File: src/rtl/acond_pkg.sv
// Shared constants for the sensor conditioning block: bit positions of the
// level probes and pump fault switches, special codes and default timing.
package acond_pkg;

  localparam int LVL_LOW  = 0;
  localparam int LVL_HIGH = 1;
  localparam int FAULT1   = 0;
  localparam int FAULT2   = 1;

  // High probe wet while low probe dry cannot happen with healthy probes.
  localparam logic [1:0] ILLEGAL_LEVEL = 2'b10;
  localparam logic [1:0] P_FAULT2      = 2'b10;

  localparam int PRESC_DEF = 1000;
  localparam int DEB_N_DEF = 4;

endpackage

File: src/rtl/debounce_bit.sv
// One debounced input: 2-flop synchronizer followed by a tick-driven
// agreement counter; stable only follows after DEB_N consecutive differing ticks.
module debounce_bit #(
  parameter int DEB_N = 4
) (
  input  logic clk,
  input  logic reset,
  input  logic tick,
  input  logic raw,
  output logic stable
);

  localparam int CW = $clog2(DEB_N) + 1;

  logic [1:0]    sync;
  logic [CW-1:0] cnt;

  always_ff @(posedge clk or negedge reset) begin
    if (!reset) begin
      sync   <= '0;
      cnt    <= '0;
      stable <= 1'b0;
    end else begin
      sync <= {sync[0], raw};
      if (tick) begin
        // Any agreeing tick restarts the count, so short glitches never get through.
        if (sync[1] == stable) begin
          cnt <= '0;
        end else if (cnt == CW'(DEB_N - 1)) begin
          stable <= sync[1];
          cnt    <= '0;
        end else begin
          cnt <= cnt + CW'(1);
        end
      end
    end
  end

endmodule

File: src/rtl/acond_sensores.sv
// Level-probe and pump-fault conditioning: prescaled debouncing, fault priority
// mapping and optional sticky plausibility check (enabled by ACOND_PLAUS_EN).
module acond_sensores
  import acond_pkg::*;
#(
  parameter int PRESC = PRESC_DEF,
  parameter int DEB_N = DEB_N_DEF
) (
  input  logic       clk,
  input  logic       reset,
  input  logic [1:0] raw_a,
  input  logic [1:0] raw_p,
  input  logic       clr_err,
  output logic [1:0] A,
  output logic [1:0] P,
  output logic       err_plaus
);

  localparam int PW = (PRESC > 1) ? $clog2(PRESC) : 1;

  logic [PW-1:0] presc_cnt;
  logic          tick;
  logic [1:0]    lvl_deb;
  logic [1:0]    flt_deb;

  assign tick = (presc_cnt == PW'(PRESC - 1));

  always_ff @(posedge clk or negedge reset) begin
    if (!reset) begin
      presc_cnt <= '0;
    end else if (tick) begin
      presc_cnt <= '0;
    end else begin
      presc_cnt <= presc_cnt + PW'(1);
    end
  end

  debounce_bit #(.DEB_N(DEB_N)) u_lvl_low (
    .clk(clk), .reset(reset), .tick(tick), .raw(raw_a[LVL_LOW]), .stable(lvl_deb[LVL_LOW])
  );
  debounce_bit #(.DEB_N(DEB_N)) u_lvl_high (
    .clk(clk), .reset(reset), .tick(tick), .raw(raw_a[LVL_HIGH]), .stable(lvl_deb[LVL_HIGH])
  );
  debounce_bit #(.DEB_N(DEB_N)) u_flt1 (
    .clk(clk), .reset(reset), .tick(tick), .raw(raw_p[FAULT1]), .stable(flt_deb[FAULT1])
  );
  debounce_bit #(.DEB_N(DEB_N)) u_flt2 (
    .clk(clk), .reset(reset), .tick(tick), .raw(raw_p[FAULT2]), .stable(flt_deb[FAULT2])
  );

  // Outputs decode only flop state, never raw inputs; fault 2 wins over fault 1.
  assign P = (flt_deb == 2'b11) ? P_FAULT2 : flt_deb;

`ifdef ACOND_PLAUS_EN
  always_ff @(posedge clk or negedge reset) begin
    if (!reset) begin
      err_plaus <= 1'b0;
    end else if (tick && (lvl_deb == ILLEGAL_LEVEL)) begin
      err_plaus <= 1'b1;
    end else if (clr_err) begin
      err_plaus <= 1'b0;
    end
  end

  assign A = err_plaus ? 2'b00 : lvl_deb;
`else
  logic unused_clr_err;
  assign unused_clr_err = clr_err;
  assign err_plaus      = 1'b0;
  assign A              = lvl_deb;
`endif

endmodule
File: config.mk
export PLATFORM = sky130hd
export DESIGN_NAME = acond_sensores
export DESIGN_NICKNAME = d
export VERILOG_FILES = /design/src/rtl/acond_pkg.sv /design/src/rtl/debounce_bit.sv /design/src/rtl/acond_sensores.sv
export SDC_FILE = /design/constraint.sdc
export NUM_CORES = 1
export LEC_CHECK = 0
export ABC_AREA = 0
export ABC_CLOCK_PERIOD_IN_PS = 4600
export CORE_ASPECT_RATIO = 1.75
export CORE_MARGIN = 2
export CORE_UTILIZATION = 49
export CTS_BUF_LIST = sky130_fd_sc_hd__clkbuf_2
export CTS_CLUSTER_SIZE = 25
export DETAILED_ROUTE_END_ITERATION = 8
export MAX_ROUTING_LAYER = met4
export PLACE_DENSITY = 0.78
export SLEW_MARGIN = 20
export SYNTH_ARGS = -nofsm -noshare
export SYNTH_HDL_FRONTEND = slang
export SYNTH_SLANG_ARGS = --single-unit
export TNS_END_PERCENT = 50
File: constraint.sdc
create_clock -name clk -period 4.6 [get_ports clk]
set_input_delay 0.92 -clock clk [delete_from_list [all_inputs] [get_ports clk]]
set_output_delay 0.92 -clock clk [all_outputs]
set_load 0.01 [all_outputs]
; ---- After elaboration in Yosys (flattened, before gate mapping)
; Index checks and enable logic that the tools add are counted.
[totals]
register_bits = 34
inputBits = 7
output_inout_bits = 5
elab_cells = 46
[classes]
addsub = 5
eq_ne = 10
n_mux = 10
bitwise_logic = 4
n_reduce_logical = 4
[op_table]
columns = op, count
row1 = $mux 3, 8
row2 = $add 3x1->3 const B, 4
row3 = $eq 3x2->1 const B, 4
row4 = $reduce_and 3->1, 4
row5 = $add 10x1->10 const B, 1
row6 = $eq 10x10->1 const B, 1
row7 = $mux 10, 1
row8 = $eq 1x1->1, 4
row9 = $not 1->1, 4
row10 = $eq 2x2->1 const B, 1
row11 = $mux 2, 1

; ---- Longest topological paths before layout
; Gate-level depths: netlist of run 1.
[logic_depth]
word_depth = 3
ltp_mapped = 6
depth_no_buf = 4

; ---- Modules after synthesis
; A second synthesis of run 1 with hierarchy kept.
[hier_totals]
hier_cells = 127
hier_area_um2 = 1515.2
[modules_own_cells]
columns = mod, instances, cells_per_inst, area_each_um2, seq_area_each_um2
row1 = debounce_bit, 4, 20, 252.7, 150.1
row2 = acond_sensores, 1, 47, 504.2, 250.2

; ---- Least setup slack after synthesis of run 1
; OpenSTA, ideal clock, no wires.
[synth_timing]
path_kind = reg-to-reg
from = reg presc_cnt[0]
to = reg u_flt1.cnt[0]
setup_ns = 0.125
arrival_ns = 1.514
required_ns = 4.475
path_slack_ns = 2.961
stages_incl_launch_ff = 7
path_buffers = 2
period_less_slack_ns = 1.639
path_cell_list = dfrtp_1 ha_1 nand4bb_1 buf_6 nor3_4 buf_6 mux2_4
[synth_between]
elab_chain_len = 1
[synth_rtl]
columns = element, line_no
row1 = "start, declared", acond_sensores.sv:21  ; logic [PW-1:0] presc_cnt;
row2 = "start signal, assigned", acond_sensores.sv:34  ; presc_cnt <= presc_cnt + PW'(1);
row3 = $eq 10x10->1, acond_sensores.sv:26  ; assign tick = (presc_cnt == PW'(PRESC - 1));
row4 = "end signal, assigned", debounce_bit.sv:33  ; cnt <= cnt + CW'(1);
row5 = "end, declared", debounce_bit.sv:16  ; logic [CW-1:0] cnt;
; No other way between the ends.
; A chain may end at the register's enable or synchronous reset.

; ---- Worst setup path in the final report of run 1
[layout_timing]
from = reg u_flt2.stable
to = out P[0]
[layout_between]
elab_chain_len = 2
[layout_rtl]
columns = element, line_no
row1 = "start, declared", debounce_bit.sv:10  ; output logic stable
row2 = "start signal, assigned", debounce_bit.sv:30  ; stable <= sync[1];
row3 = $eq 2x2->1, acond_sensores.sv:52  ; assign P = (flt_deb == 2'b11) ? P_FAULT2 : flt_deb;
row4 = $mux 2, acond_sensores.sv:52
row5 = "end, declared", acond_sensores.sv:15  ; output logic [1:0] P,
; No other way between the ends.

==> results.txt, run 1 <==
- Sort of element at the start of the critical path: register
- TritonCTS clock tree: built
* Count of hold-fix buffers inserted at cts: 0
- Setup repair bufs after CTS: 0
- After layout, the worst path uses 52.17% of the clock period.
- The worst pin sits at a relative slew slack of 53.24%.
- Slowest stage cell on the critical path: clkdlybuf4s50_1
* Number of fill cells: roughly 260
- HPWL Detailed: 1848 µm
- Dividing the detail-routed wire length by the instance count gives roughly 14 µm.
* Number of maximum-capacitance constraint violations: 0
* Peak supply drop: 0.0004101 V
- Clock period minus worst slack: approximately 2400 ps
* Crit path max fanout: 4
* Hold Path Class: register to register
* Cts repair resizes: 0
- Yosys attributes the largest share of cell area to dfrtp_1, mux2_4, mux2_2.
- Max Clock Freq: 416.7 MHz
- GRT Resource Usage Total: between 10% and 20%
- Total of warnings raised by yosys: 0
- In this run the tool buffered the top-level ports with 9 buffer cells.
* Flip-flop cell with the highest count after synthesis: dfrtp_1
* Gr ovfl total: 0
- The critical path is of the register to output port type.
* Standard-cell row count: 27
* Initial antenna violation count: 0
- Number of hold violations in the final report: 0
* Clock-pin slew of the registers on the worst-case setup and hold paths: 180 ps
- In this run the cell area measured after placement is 1698 µm².
- Most used standard cells in the synthesized netlist: dfrtp_1, nor2_1, mux2_2, mux2_4
* Clock tree skew after final layout: 28.82 ps
* Vias in the first global route: 1,035
* Wire length of the first global-routing pass: 4367 µm
- The netlist uses 41 different library cells.
* Count leader, synth: dfrtp_1
- The post-route netlist has around a fifth of its cells at a drive strength greater than 1.
- Syn Std Cell Area: 1600 µm²
- Fin area: 1763 µm²
- Averaged over all synthesized cells, the footprint is 12.50 µm².
* Portion of the post-synthesis area used by sequential elements: approximately 53%
* Level count of the clock H-tree: 2
* Area leader, netlist: dfrtp_1
- After synthesis, the share of flip-flops with an asynchronous set or reset is 100.0%.
- On the worst path, the slowest cell contributes a delay of 540 ps.
- Unrepaired setup endpoints after global routing: no
* Total iterations of the first detailed-routing run: 4
- Number of DRC markers in iteration 0: 21
- At the worst endpoint, the required time is 3680 ps.
- Post-Synthesis Net Count: 140
* Leakage component of the power: 0.7982 nW
* Slew of the pin with the lowest slew margin: 699.2 ps
* Final setup violation count: 0
- The initial utilization of the core area, before any placement, comes to 50.94%.
- Clock latency on the worst-skew pair: 380 ps
- Via count of the routed design: 988
- Clock sinks: 34
- Cell-by-cell trace of the critical path: nor2b_1 > clkdlybuf4s50_1
- Number of synthesized register bits: 34
- Ports placed on the boundary: 12
* Final Max Slew Viols: 0
- Kind of end point of the critical path: output port
- In this run the power density over the cells is 289.3 nW/µm².
- Layout net count: 150
- Total Routed Length: 2576 µm
* Post-synth EDFFs: 0
- For the worst setup path, the data arrival time is 1480 ps.
- For this run, design rule violations remaining after detail routing come to 0.
- After synthesis, the largest area contributor takes up 53.17% of total cell area.
- The congestion estimate from routability-driven global placement came to 0.8343.
- Count of nets left with antenna violations after detail routing: 0
- The area growth from synthesis to layout is 10.16%.
* Number of buffers created by CTS: 5
* Antenna diode instance count: 0
- Pin count of the biggest net entering global routing: 35
- From left edge to right edge, the die measures 47.20 µm.
- CTS placed an instance of clkbuf_2 at the clock tree root.
- After detailed routing, the number of vias per cell comes to 5.429.
- After routing, the total negative slack on setup checks comes to 0 ps.
* Final core area utilization: 56.11%
- Result of the run: finished, final reports clean
- The die is between 70 and 80 µm tall.
* Total die area: between 3000 and 4000 µm²
* Placeable core region: 3142 µm²
* Count of mapped cells out of synthesis: 128
* CTS Buffer Depth: 2
## cell usage in the layout (no fill, tap or decap), types with 5 or more instances in the layout
master / netlist / layout
clkbuf_2: 0 / 5
clkdlybuf4s50_1: 0 / 9
dfrtp_1: 34 / 34
ha_1: 5 / 5
mux2_2: 6 / 6
mux2_4: 6 / 6
nand3_1: 5 / 5
nor2_1: 7 / 7
xnor2_1: 5 / 5
## metal layers
layer  share of wire, %  up-vias  global-route usage [%]
li1                   -      474                       -
met1                 38      492                   16.95
met2                 56       16                   29.18
met3                3.1        6                   4.072
met4                2.8        0                   9.167
met5                  0        -                       -
## registers in the layout, indices dropped and copies added, names as in the netlist, 2 cells and up
signal,count
presc_cnt,10
u_flt1.cnt,3
u_flt1.sync,2
u_flt2.cnt,3
u_flt2.sync,2
u_lvl_high.cnt,3
u_lvl_high.sync,2
u_lvl_low.cnt,3
u_lvl_low.sync,2
## critical path, delay by kind of cell (launching register included)
kind / cells / cell delay (ps)
buffers and inverters: 1 / 540
DFF: 1 / 450
and+or+nand+nor: 1 / 110
## cell families (layout without fill, tap and decap cells)
| logic type | count (synthesis) | after routing | synth area share [%] |
|---|---|---|---|
| flip-flops | 34 | 34 | 53.17 |
| buffers and inverters | 9 | 20 | 3.831 |
| other | 1 | 1 | 0.2343 |
| XOR/XNOR | 7 | 7 | 3.831 |
| multiplexers | 12 | 12 | 9.851 |
| adder cells (fa/ha/maj) | 5 | 5 | 3.909 |
| AO/OA/AOI/OAI | 15 | 15 | 6.412 |
| AND/OR/NAND/NOR | 45 | 45 | 18.77 |
## power by group
group	switching (W)	internal [W]
registers	0.00000153	0.000303
clock network	0.000100	0.0000904
logic	0.00000883	0.00000646
## cell type report
type	instances	area, µm²	share of cell area [%]
sequential	34	850.8	48.26
multi-input combinational	85	688.2	39.03
timing repair buffer	10	97.59	5.536
tap	43	53.80	3.052
clock inverter	3	40.04	2.271
clock buffer	5	25.02	1.419
inverter	2	7.507	0.4258
## path summary, 6_finish.rpt
| path | depth (start not counted) | slack [ps] | from | endpoint |
|---|---|---|---|---|
| setup / recovery | 2 | 2200 | u_flt2.stable | P[0] |
| hold reg to reg | 0 | 370 | u_lvl_high.sync[0] | u_lvl_high.sync[1] |
| hold / removal | 0 | 370 | u_lvl_high.sync[0] | u_lvl_high.sync[1] |
| setup reg to reg | 4 | 2300 | presc_cnt[0] | u_lvl_high.cnt[0] |
| max in group asynchronous | 2 | 3350 | reset | u_lvl_low.sync[0] |
| min in group asynchronous | 2 | 910 | reset | presc_cnt[7] |
## metrics by stage
step | hold slack [ps] | total power (W) | worst slack [ps] | std cells
finish | 372.5 | 0.0005100 | 2200 | 182
global route | 389.9 | 0.0005303 | 2084 | 182
CTS | 376.6 | 0.0005170 | 2169 | 182
detailed placement | 337.0 | 0.0003255 | 2291 | 174
global placement | 333.1 | 0.0003247 | 2326 | 174
floorplan | 331.2 | 0.0003143 | 2961 | 128
Power figures use the tool's default switching activity.
==> run 2, diff against run 1 <==
--- a/config.mk
+++ b/config.mk
@@ -6,7 +6,7 @@
 export NUM_CORES = 1
 export LEC_CHECK = 0
 export ABC_AREA = 0
-export ABC_CLOCK_PERIOD_IN_PS = 4600
+export ABC_CLOCK_PERIOD_IN_PS = 2360
 export CORE_ASPECT_RATIO = 1.75
 export CORE_MARGIN = 2
 export CORE_UTILIZATION = 49
==> constraint.sdc (replaced) <==
create_clock -name clk -period 2.36 [get_ports clk]
set_input_delay 0.472 -clock clk [delete_from_list [all_inputs] [get_ports clk]]
set_output_delay 0.472 -clock clk [all_outputs]
set_load 0.01 [all_outputs]
==> results.txt, run 2 (synthesis results as in run 1) <==
- The run finished with clean final reports.
- The critical path is of the register to output port type.
- Mean number of vias per cell: 5.173 (-4.7%)
* Final setup violation count: 0 (unchanged)
* Final routed wire length divided by cell count: 13.57 µm (-4.1%)
* Count of input and output buffers: 9 (unchanged)
* Most frequent standard cell in the layout excluding fill and tap cells: dfrtp_1
- The final global-route overflow total was 0 (unchanged).
- The count of cells resized by post-cts repair was 0 (unchanged).
* Hold Path Class: register to register
- The total vias in the final route is 957 (-3.1%).
* Ports placed on the boundary: 12 (unchanged)
- Clock sinks: 34 (unchanged)
* Final Max Slew Viols: 0 (unchanged)
- Starting density of the core: 50.94% (unchanged)
* HPWL Detailed: 1842 µm (-0.33%)
- The placement row count is 27 (unchanged).
- Number of buffers created by CTS: 5 (unchanged)
* Register ranked first by flip-flop count: presc_cnt
- The first-pass GRT wire length is 4312 µm (-1.3%).
- Total iterations of the first detailed-routing run: 4 (unchanged)
- Clock latency on the worst-skew pair: 380 ps (about the same)
- Post-route insts no fill: 185 (+1.6%)
- Met3 track utilization from global routing: 4.977% (+0.90 points)
* Clock-pin slew of the registers on the worst-case setup and hold paths: 180 ps (about the same)
- The arrival time of data at the critical path endpoint came to 1450 ps (-30 ps).
- The worst setup path is launched from a register.
- In this run the clock root is driven by a clkbuf_2.
- The floorplan core area is 3142 µm² (unchanged).
* GRT Resource Usage Total: 16.86% (-0.28 points)
- The die span in x is 47.20 µm (unchanged).
- Layout net count: 153 (+2.0%)
- Kind of end point of the critical path: output port
- Number of hold violations in the final report: 0 (unchanged)
- Area growth syn-to-layout: 9.930%
* Total die area: 3757 µm² (unchanged)
* GR Util met2: 25.75% (-3.4 points)
- The pin count of the biggest net entering global routing was 35 (unchanged).
- TritonCTS built the clock tree.
* Met1 Usage GRT: 19.36% (+2.4 points)
- Static timing analysis puts the maximum clock frequency at a little over 500 MHz.
- For the finished layout, the period the worst path requires is 1924 ps.
- The cell count after placement came to 177 (+1.7%).
- Antenna diode instance count: 0 (unchanged)
* CTS Buffer Depth: 2 (unchanged)
* Level count of the clock H-tree: 2 (unchanged)
- The number of buffers inserted by hold repair at cts is 0 (unchanged).
* Final critical-path share of the clock period: 81.53%
- The worst clock skew on the final layout came to 22.86 ps (-5.957 ps).
* Peak supply drop: 0.0004503 V (+9.8%)
* Number of fill cells: 261 (+1.2%)
* Number of DRC markers in iteration 0: 22 (+4.8%)
- The vertical extent of the die came to 79.60 µm (unchanged).
- The aggregate negative setup slack was 0 ps (unchanged).
- GRT busiest layer: met2
- Remaining DRCs: 0 (unchanged)
- The overall routed net length came to 2511 µm (-2.5%).
* Flip-flop count of the largest register, all copies and words added: 10 (unchanged)
- The worst-path maximum fanout is 4 (unchanged).
- The leakage power of the design is 0.8010 nW (+0.34%).
- Required arrival time at the worst endpoint: 1890 ps (-1790 ps)
* Placer congestion estimate: 0.7797 (-6.5%)
- The number of antenna violations at the first check in global routing came to 0 (unchanged).
- Setup repair after global routing left no endpoint under its margin.
- Count of nets left with antenna violations after detail routing: 0 (unchanged)
- Layout cells sized above 1: 21.13% (+0.98 points)
* Setup repair bufs after CTS: 0 (unchanged)
- Vias in the first global route: 1,011 (-2.3%)
- The top cell types in the final layout, fill and taps aside, are dfrtp_1, clkdlybuf4s50_1, nor2_1.
- The power density of the placed cells was 501.3 nW/µm² (+73%).
* Number of maximum-capacitance constraint violations: 0 (unchanged)
==> run 2: changes by cell type in the layout (fill, tap and decap cells not counted) <==
cell       delta
buf_4         +3
bufinv_16     -1
clkbuf_2      +1
clkinv_1      +1
clkinv_2      -1
==> run 2: worst max-delay path, stage by stage (launching register included) <==
cell and delay [ps]:
dfrtp_1 440, nor2b_1 120, clkdlybuf4s50_1 540
==> run 2: per-layer routing <==
layer  vias up  share of wire (%)
li1        474                  -
met1       461                 41
met2        16                 53
met3         6                2.7
met4         0                2.4
met5         -                  0
==> run 2: final timing paths <==
| path | start | end | cells past startpoint | slack, ps |
|---|---|---|---|---|
| max | u_flt2.stable | P[0] | 2 | 440 |
| min in group asynchronous | reset | presc_cnt[9] | 2 | 470 |
| min | u_flt2.sync[0] | u_flt2.sync[1] | 0 | 340 |
| max in group asynchronous | reset | u_flt2.stable | 2 | 1570 |
| min reg2reg | u_flt2.sync[0] | u_flt2.sync[1] | 0 | 340 |
| max reg2reg | presc_cnt[0] | u_lvl_low.stable | 5 | 540 |
==> run 2: metrics by stage <==
step / instance area (µm²) / utilization [%] / total power [W] / hold slack (ps) / setup slack, ps
finish: 1759 / 55.99 / 0.0008819 / 338.1 / 435.9
floorplan: 1600 / - / 0.0006126 / 176.4 / 720.8
global route: 1759 / 55.99 / 0.0009185 / 359.7 / 331.9
CTS: 1759 / 55.99 / 0.0008944 / 353.6 / 397.4
detailed placement: 1720 / 54.76 / 0.0006342 / 335.5 / 589.9
global placement: 1720 / 54.76 / 0.0006325 / 333.2 / 627.1
==> run 2: report_power, final <==
| part | switching, W | internal (W) | total (W) |
|---|---|---|---|
| Combinational | 0.0000165 | 0.0000126 | 0.0000291 |
| Sequential | 0.00000305 | 0.000590 | 0.000593 |
| Clock | 0.000187 | 0.0000728 | 0.000260 |
==> run 2: final cells by class <==
type                            count  area (µm²)  share of cell area, %
Sequential cell                    34       850.8                  48.36
Inverter                            2       7.507                 0.4267
Tap cell                           43       53.80                  3.058
Clock buffer                        6       30.03                  1.707
Multi-Input combinational cell     85       688.2                  39.12
Clock inverter                      2       8.758                 0.4979
Timing Repair Buffer               13       120.1                  6.828
==> run 3, diff against run 2 <==
--- a/config.mk
+++ b/config.mk
@@ -6,7 +6,7 @@
 export NUM_CORES = 1
 export LEC_CHECK = 0
 export ABC_AREA = 0
-export ABC_CLOCK_PERIOD_IN_PS = 2360
+export ABC_CLOCK_PERIOD_IN_PS = 1700
 export CORE_ASPECT_RATIO = 1.75
 export CORE_MARGIN = 2
 export CORE_UTILIZATION = 49
@@ -14,7 +14,7 @@
 export CTS_CLUSTER_SIZE = 25
 export DETAILED_ROUTE_END_ITERATION = 8
 export MAX_ROUTING_LAYER = met4
-export PLACE_DENSITY = 0.78
+export PLACE_DENSITY = 0.8
 export SLEW_MARGIN = 20
 export SYNTH_ARGS = -nofsm -noshare
 export SYNTH_HDL_FRONTEND = slang
==> constraint.sdc (replaced) <==
create_clock -name clk -period 1.7 [get_ports clk]
set_input_delay 0.34 -clock clk [delete_from_list [all_inputs] [get_ports clk]]
set_output_delay 0.34 -clock clk [all_outputs]
set_load 0.01 [all_outputs]
==> results.txt, run 3 (synthesis results as in run 1) <==
- Initial antenna violation count: 0 (unchanged)
- In this design, the largest share of critical-path delay is due to flip-flops.
- The top-level I/O count came to 12 (unchanged).
* Gr ovfl total: 0 (unchanged)
- The number of pins exceeding their max-slew limit in the final report was 0 (unchanged).
- Crit path max fanout: 8 (+4)
- The number of sinks on the clock net was 34 (unchanged).
- Starting density of the core: 50.94% (unchanged)
- Standard-cell row count: 27 (unchanged)
- Layout cells sized above 1: 30.07% (+8.9 points)
- The final RePlAce weighted congestion is 0.7459 (-4.3%).
- GRT Resource Usage Total: 18.34% (+1.5 points)
* Cell-by-cell trace of the critical path: ha_2 > nand4bb_1 > buf_6 > nor4b_4 > mux2_2
- Buffer and inverter count on the worst path: 1 (unchanged)
- Combinational share of power: 3.4% (about the same)
- The post-route antenna net violation count is 0 (unchanged).
* Signal arrival time at the worst endpoint: 1940 ps (+490 ps)
- The power spent charging and discharging nets was 0.0003026 W (+46%).
- Clock root buffer: clkbuf_2
- Number of hold violations in the final report: 0 (unchanged)
- Relative to the synthesized area, the layout overhead comes to 19.39%.
* TritonCTS clock tree: built
* Total die area: 3757 µm² (unchanged)
* Area after DPL: 1765 µm² (+2.6%)
* Most frequent cells in the layout: dfrtp_1, buf_4, mux2_4
- The total vias in the final route was 1,039 (+8.6%).
- Internal power summed over all cells: 0.0009302 W (+38%)
* Critical Setup Path Class: register to register
* Final critical-path share of the clock period: 98.53%
- Sequential Power Share: 66.8% (-0.4 points)
- Vias in the first global route: 1,112 (+10%)
* CTS Buffer Depth: 2 (unchanged)
- The floorplan core area is 3142 µm² (unchanged).
* Kind of end point of the critical path: register
- The switching share of total power was 24.55% (+1.1 points).
* Pre-CTS setup slack: -36.66 ps (-626.5 ps)
- The vertical extent of the die is 79.60 µm (unchanged).
- Register ranked first by flip-flop count: presc_cnt
- Result of the run: finished, final reports clean
- Flip-flop count of the largest register, all copies and words added: 10 (unchanged)
- Peak supply drop: 0.0005481 V (+22%)
- Pin count of the biggest net entering global routing: 35 (unchanged)
- The routed length per placed instance is 15.07 µm (+11%).
- Total iterations of the first detailed-routing run: 4 (unchanged)
* Sequential cell area: 850.8 µm² (unchanged)
- Layout net count: 164 (+7.2%)
- The aggregate negative setup slack came to 0 ps (unchanged).
- The area occupied by multi-input gates is 748.2 µm² (+8.7%).
- Required arrival time at the worst endpoint: 1970 ps (+80 ps)
* Power after layout: 0.001233 W (+40%)
- The power density of the placed cells came to 645.3 nW/µm² (+29%).
- The share of power burned in the clock network is 29.8% (+0.3 points).
- The total of fill cells in the finished design was 232 (-11%).
- Max Clock Freq: approximately 600 MHz
* Sort of element at the start of the critical path: register
* Number of maximum-capacitance constraint violations: 0 (unchanged)
- Worst hold margin: 313.3 ps (-24.83 ps)
- The ratio of routed vias to standard cells was 5.301 (+2.5%).
* Remaining DRCs: 0 (unchanged)
* Level count of the clock H-tree: 2 (unchanged)
* Clock-pin slew of the registers on the worst-case setup and hold paths: 190 ps (about the same)
- The library cell used most frequently in the layout, excluding fill and tap cells, is dfrtp_1.
- Highest cell delay on the worst timing path: 410 ps (-130 ps)
* Final worst setup slack: 25.04 ps (-410.9 ps)
- Total Routed Length: 2953 µm (+18%)
- The number of port buffers came to 9 (unchanged).
- On the critical path, the stage with the largest delay is an instance of dfrtp_1.
- The min-delay analysis places its worst path in the category input pin to asynchronous set/reset pin.
* Antenna diode instance count: 0 (unchanged)
* Number of buffers created by CTS: 5 (unchanged)
- The half-perimeter wire length after placement came to 2094 µm (+14%).
* Die span in x: 47.20 µm (unchanged)
- Clock latency on the worst-skew pair: 390 ps (about the same)
- Leakage component of the power: 0.9438 nW (+18%)
- The number of failing setup endpoints in the final timing report was 0 (unchanged).
- Wire length of the first global-routing pass: 4581 µm (+6.2%)
- The cell area after layout came to 1911 µm² (+8.6%).
- Number of DRC markers in iteration 0: 38 (+73%)
- Clock tree skew after final layout: 32.48 ps (+9.616 ps)
* Clock period minus worst slack: 1675 ps
==> run 3: through the flow <==
stage          instances  utilization [%]
2_1_floorplan        128                -
3_3_place_gp         183            56.19
3_5_place_dp         183            56.19
4_1_cts              194            58.74
5_1_grt              196            60.81
6_report             196            60.81
==> run 3: layer usage <==
metal	routed length [µm]	part of all wire [%]	global-route usage (%)
met1	1107	37	16.36
met2	1700	58	32.33
met3	76	2.6	6.109
met4	68	2.3	8.611
met5	0	0	-
==> run 3: cell type report <==
type,count,area share [%]
Clock inverter,3,0.8513
Tap cell,43,2.816
Multi-Input combinational cell,85,39.16
Timing Repair Buffer,24,10.94
Clock buffer,5,1.310
Inverter,2,0.3929
Sequential cell,34,44.53
==> run 3: repair_timing <==
item,4_1_cts,5_1_grt
pin swaps,0,3
gates resized for setup,7,9
buffers inserted,3,2
hold buffers,0,0
endpoints found under the setup margin,7,10
==> run 3: final timing paths <==
kind,start,end,slack (ps),cells past startpoint
max,presc_cnt[1],u_flt2.stable,30,5
min,reset,presc_cnt[2],310,2
max reg2reg,presc_cnt[1],u_flt2.stable,30,5
min reg2reg,u_flt2.sync[0],u_flt2.sync[1],370,0
max in group asynchronous,reset,u_flt1.sync[1],1050,2
min in group clk,raw_a[0],u_lvl_low.sync[0],360,1
==> run 3: worst register-to-register path: stages (launching register included) <==
cell and delay (ps):
dfrtp_1 410, ha_2 190, nand4bb_1 120, buf_6 180, nor4b_4 280, mux2_2 370
==> run 3: power groups by stage <==
stage,clock network [W],registers (W),logic [W]
2_1_floorplan,0,0.000837,0.0000132
3_3_place_gp,0,0.000838,0.0000403
3_5_place_dp,0,0.000838,0.0000428
4_1_cts,0.000377,0.000824,0.0000427
5_1_grt,0.000409,0.000825,0.0000478
6_report,0.000368,0.000824,0.0000413
